File: src/rtl/lane_sched_pkg.sv
// lane_sched_pkg: shared sizes and helpers for the lane scheduler
package lane_sched_pkg;
  localparam int NUM_LANES = 4;
  localparam int DATA_W = 8;
  localparam int PHASE_W = 3;
  localparam int SLOT_LEN = 4;
  localparam int IDX_W = $clog2(NUM_LANES);
  localparam int SLOT_W = $clog2(SLOT_LEN);
  function automatic logic [NUM_LANES-1:0] lane_onehot(input logic [IDX_W-1:0] x);
    return NUM_LANES'(1) << x;
  endfunction
endpackage

File: src/rtl/rr_pick4.sv
// rr_pick4: combinational circular search for the first eligible lane at or above rr_ptr
// eligible - lanes that may be granted; rr_ptr - lane to try first
// found    - some lane is eligible;   idx    - chosen lane (valid when found)
module rr_pick4
  import lane_sched_pkg::*;
(
  input  logic [NUM_LANES-1:0] eligible,
  input  logic [IDX_W-1:0]     rr_ptr,
  output logic                 found,
  output logic [IDX_W-1:0]     idx
);
  logic [NUM_LANES-1:0] rot;
  logic [IDX_W-1:0]     off;
  always_comb begin
    rot = '0;
    for (int i = 0; i < NUM_LANES; i++) rot[i] = eligible[rr_ptr + IDX_W'(i)];
    off = rot[0] ? 2'd0 : rot[1] ? 2'd1 : rot[2] ? 2'd2 : 2'd3;
    idx = rr_ptr + off;
    found = |eligible;
  end
endmodule

File: src/rtl/lane_scheduler.sv
// lane_scheduler: 4-lane round-robin slot scheduler, one grant per 4-cycle slot
// clk8f, reset (sync, active-low); lane_en/req - per-lane enable and request
// data_in0..3 - lane payloads; data_out/valid_out/lane_id - granted byte, held a whole slot
// ack - one-cycle one-hot grant; phase - frame down-counter; slot_start - first cycle of a slot
module lane_scheduler
  import lane_sched_pkg::*;
(
  input  logic                 clk8f,
  input  logic                 reset,
  input  logic [NUM_LANES-1:0] lane_en,
  input  logic [NUM_LANES-1:0] req,
  input  logic [DATA_W-1:0]    data_in0,
  input  logic [DATA_W-1:0]    data_in1,
  input  logic [DATA_W-1:0]    data_in2,
  input  logic [DATA_W-1:0]    data_in3,
  output logic [DATA_W-1:0]    data_out,
  output logic                 valid_out,
  output logic [IDX_W-1:0]     lane_id,
  output logic [NUM_LANES-1:0] ack,
  output logic [PHASE_W-1:0]   phase,
  output logic                 slot_start
);
  logic [PHASE_W-1:0]   phase_q, phase_d;
  logic [DATA_W-1:0]    data_q, data_d, sel;
  logic                 valid_q, valid_d, found, decide;
  logic [IDX_W-1:0]     lane_q, lane_d, rr_q, rr_d, idx;
  logic [NUM_LANES-1:0] ack_q, ack_d, eligible;
  rr_pick4 u_pick (
    .eligible(eligible),
    .rr_ptr  (rr_q),
    .found   (found),
    .idx     (idx)
  );
  // Decisions happen when the low phase bits are zero, so the slot's outputs
  // appear exactly when phase wraps to the slot's first value (7 or 3).
  always_comb begin
    eligible = req & lane_en;
    decide = phase_q[SLOT_W-1:0] == '0;
    sel = idx == 2'd0 ? data_in0 : idx == 2'd1 ? data_in1 : idx == 2'd2 ? data_in2 : data_in3;
    phase_d = phase_q - PHASE_W'(1);
    valid_d = decide ? found : valid_q;
    lane_d = decide ? (found ? idx : '0) : lane_q;
    data_d = decide ? (found ? sel : '0) : data_q;
    ack_d = decide && found ? lane_onehot(idx) : '0;
    rr_d = decide && found ? idx + IDX_W'(1) : rr_q;
  end
  always_ff @(posedge clk8f) begin
    if (!reset) begin
      phase_q <= '0;
      data_q <= '0;
      valid_q <= 1'b0;
      lane_q <= '0;
      ack_q <= '0;
      rr_q <= '0;
    end else begin
      phase_q <= phase_d;
      data_q <= data_d;
      valid_q <= valid_d;
      lane_q <= lane_d;
      ack_q <= ack_d;
      rr_q <= rr_d;
    end
  end
  assign data_out = data_q;
  assign valid_out = valid_q;
  assign lane_id = lane_q;
  assign ack = ack_q;
  assign phase = phase_q;
  assign slot_start = phase_q[SLOT_W-1:0] == SLOT_W'(SLOT_LEN - 1);
endmodule

File: config.mk
export PLATFORM = sky130hd
export DESIGN_NAME = lane_scheduler
export DESIGN_NICKNAME = d
export VERILOG_FILES = /design/src/rtl/lane_sched_pkg.sv /design/src/rtl/rr_pick4.sv /design/src/rtl/lane_scheduler.sv
export SDC_FILE = /design/constraint.sdc
export NUM_CORES = 1
export LEC_CHECK = 0
export ABC_AREA = 1
export CAP_MARGIN = 20
export CORE_MARGIN = 2
export CORE_UTILIZATION = 45
export CTS_BUF_LIST = sky130_fd_sc_hd__clkbuf_2
export CTS_CLUSTER_SIZE = 40
export DETAILED_ROUTE_END_ITERATION = 16
export HOLD_SLACK_MARGIN = 0.1
export PLACE_DENSITY = 0.88
export SYNTH_ARGS = -nofsm -noshare
export SYNTH_HDL_FRONTEND = slang
export SYNTH_SLANG_ARGS = --single-unit
File: constraint.sdc
create_clock -name clk8f -period 5.4 [get_ports clk8f]
set_input_delay 1.08 -clock clk8f [delete_from_list [all_inputs] [get_ports clk8f]]
set_output_delay 1.08 -clock clk8f [all_outputs]
set_load 0.01 [all_outputs]
==> flow_summary.toml <==
[outcome]
outcome = "completed"

[logic_synthesis]
netlist.area_leader.share_pct = 31.8
synth_area_leader_cell = "dfxtp_1"
synth.distinct_cells = 23
yosys-top-cells-area = "dfxtp_1, nand2_1, nand3_1"
syn_avg_cell_area_um2 = 6.52
syn_inst = 193
yosysSeqAreaShare_pct = 31.8
ys_warn_count = 0
synthesis.nets = 239
netlist_area_mm2 = 0.00126
ys_ff_latch = 20

[critical_path]
start_kind = "input port"
path_buf_inv = 2
arrival_ps = 3420
max_stage_delay_ps = 500
crit_family = "simple AND/OR/NAND/NOR gates"
critPathCaptureType = "register"
path_class = "input port to register"
crit_fanout = 21
worst_path_max_delay_cell = "clkdlybuf4s50_1"
path_cells = "clkdlybuf4s50_1, nand3_1, nand3_1, nand2_1, nand3_1, nand2_1, ha_1, inv_1, nand3_4, nand3_1, nand3_1, nand2_1, nand2_1"
worstPathRequired_ps = 5620
cp_common_cell = "nand3_1"

[sta]
final.setup.worst_slack_ps = 2200
setup_tns_ps = 0
fin_crit_sh_pct = 59.2
final_hold_viol_count = 0
fmax_mhz = 313
slew_viol_final = 0
finalClockSkew_ps = 21.0
relSlewSlack_pct = 50.4
fin_crit_ps = 3200
worst_pin_slew_ps = 742
rsz0062_at_grt = "false"
setup_violations = 0

[power]
pwr-share-seq_pct = 32.7
combPwrFrac_pct = 56.4
power_w = 0.000582
powerDensity_mw_per_mm2 = 308
vdd_drop_max_mv = 0.234
pwr-share-clk_pct = 10.9
leakagePower_nw = 0.902
power.net_switching_w = 0.000252
switching_share_pct = 43.3
intPower_w = 0.000330

[clock_network]
clockBufferDepth = 2
cts_htree_levels = 1
numClockSinks = 20
tritoncts = "done"
worstSkewPairLatency_ps = 320
numCtsBuffers = 3
post_cts_resized = 0
clockRootBuffer = "clkbuf_2"
postCtsSetupRepairBufs = 0
path_clk_slew_ps = 180
ctsHoldBuffers = 0

[drt]
wire_per_inst_um = 11.7
vias = 1401
via_per_inst = 4.95
drc_errors = 0
dr.pass1.iters = 4
wl_mm = 3.30
drt_iter0_drc = 40
drtAntennaViolNets = 0

[floorplan]
io_pins = 61
initial_core_util_pct = 46.4
core-area_mm2 = 0.00271
die_area_mm2 = 0.00324
die_w_um = 56.9
die_h_um = 56.9
rows = 19

[cells_and_area]
fillCellCount = 232
final_nets = 299
multiInputGateArea_um2 = 714
num_antenna_cells = 0
seq_area_um2 = 400
area_growth_pct = 50.1
post-route-util_pct = 69.7
fin_area_mm2 = 0.00189
drive_gt1_share_pct = 7.14

[global_route]
grt_usage_pct = 20.9
grt_max_degree = 22
grt_pass1_wl_mm = 5.49
grt_use_met1_pct = 28.5
grt_use_met3_pct = 2.76
grt_use_met2_pct = 34.0
gr-total-overflow = 0
antenna_found_initial = 0
busiest_layer = "met2"
first_global_vias = 1301

[place]
pre_cts_ws_ps = 1890
portBuffers = 60
hpwl_mm = 2.62
gp_congestion = 0.900
dpl-instance-area_mm2 = 0.00187

[worst_hold_path]
hold_class = "register to register"

[run]
drv_cap = 0
-- worst min-delay path: stages (launching register included) --
cell and delay (ps):
dfxtp_1 350, nand2_1 60, nand2_1 50
-- synth_stat cells, drive strengths merged --
cell type,n
a21oi,10
buf,2
clkbuf,3
dfxtp,20
ha,4
inv,29
nand2,62
nand3,35
nand4,6
nor2,8
nor3,2
o21ai,11
xnor2,1
-- state kept, by name, summed over array words and instances (netlist names) --
signal,flops
data_out,8
ack,4
phase,3
lane_id,2
rr_q,2
valid_out,1
-- per-layer routing --
layer	share of wire (%)	vias to the layer above	wire, µm
li1	-	738	-
met1	47	616	1550
met2	47	43	1550
met3	4.9	4	160
met4	1.0	0	34
met5	0	-	0
-- worst paths after layout --
check,startpoint,endpoint,slack [ps],cells after the start
min,data_out[0],data_out[0],470,2
max,req[1],data_out[0],2200,13
max reg2reg,rr_q[0],data_out[0],2970,14
min reg2reg,data_out[0],data_out[0],470,2
-- cell usage in the layout (no fill, tap or decap) --
cell type         n
clkdlybuf4s50_1  60
nand2_1          58
nand3_1          28
inv_1            26
dfxtp_1          20
a21oi_1          10
o21ai_1           8
nor2_1            7
nand3_2           6
nand4_1           6
ha_1              4
nand2_2           3
o21ai_0           3
clkbuf_2          3
nor3_1            2
inv_2             1
inv_6             1
nand3_4           1
nand2_4           1
inv_4             1
nor2_4            1
xnor2_1           1
clkinv_1          1
-- cell type report --
cell class              count  area share [%]
inverters                  29            6.16
repair buffers             60            31.8
multi-input cells         139            37.8
flip-flops and latches     20            21.2
clock inverters             1           0.199
clock buffers               3           0.795
well taps                  31            2.05
-- metrics by stage --
stage	hold slack, ps	cells
final	471	283
after global routing	485	283
after CTS	472	283
after detailed placement	445	279
after global placement	441	279
after floorplan	469	193
-- cell families (layout without fill, tap and decap cells) --
family                   Yosys count  count (layout)  share of synthesized area [%]
adder cells (fa/ha/maj)            4               4                           3.98
AO/OA/AOI/OAI                     21              21                           8.35
flip-flops                        20              20                           31.8
AND/OR/NAND/NOR                  113             113                           43.7
XOR/XNOR                           1               1                          0.696
buffers and inverters             34              93                           11.4
-- power groups by stage --
stage,registers [W],clock network (W),logic [W]
6_report,0.000190,0.0000633,0.000328
3_3_place_gp,0.000193,0,0.000323
3_5_place_dp,0.000193,0,0.000328
2_1_floorplan,0.000199,0,0.000210
4_1_cts,0.000190,0.0000643,0.000328
5_1_grt,0.000193,0.0000709,0.000365
Power figures use the tool's default switching activity.
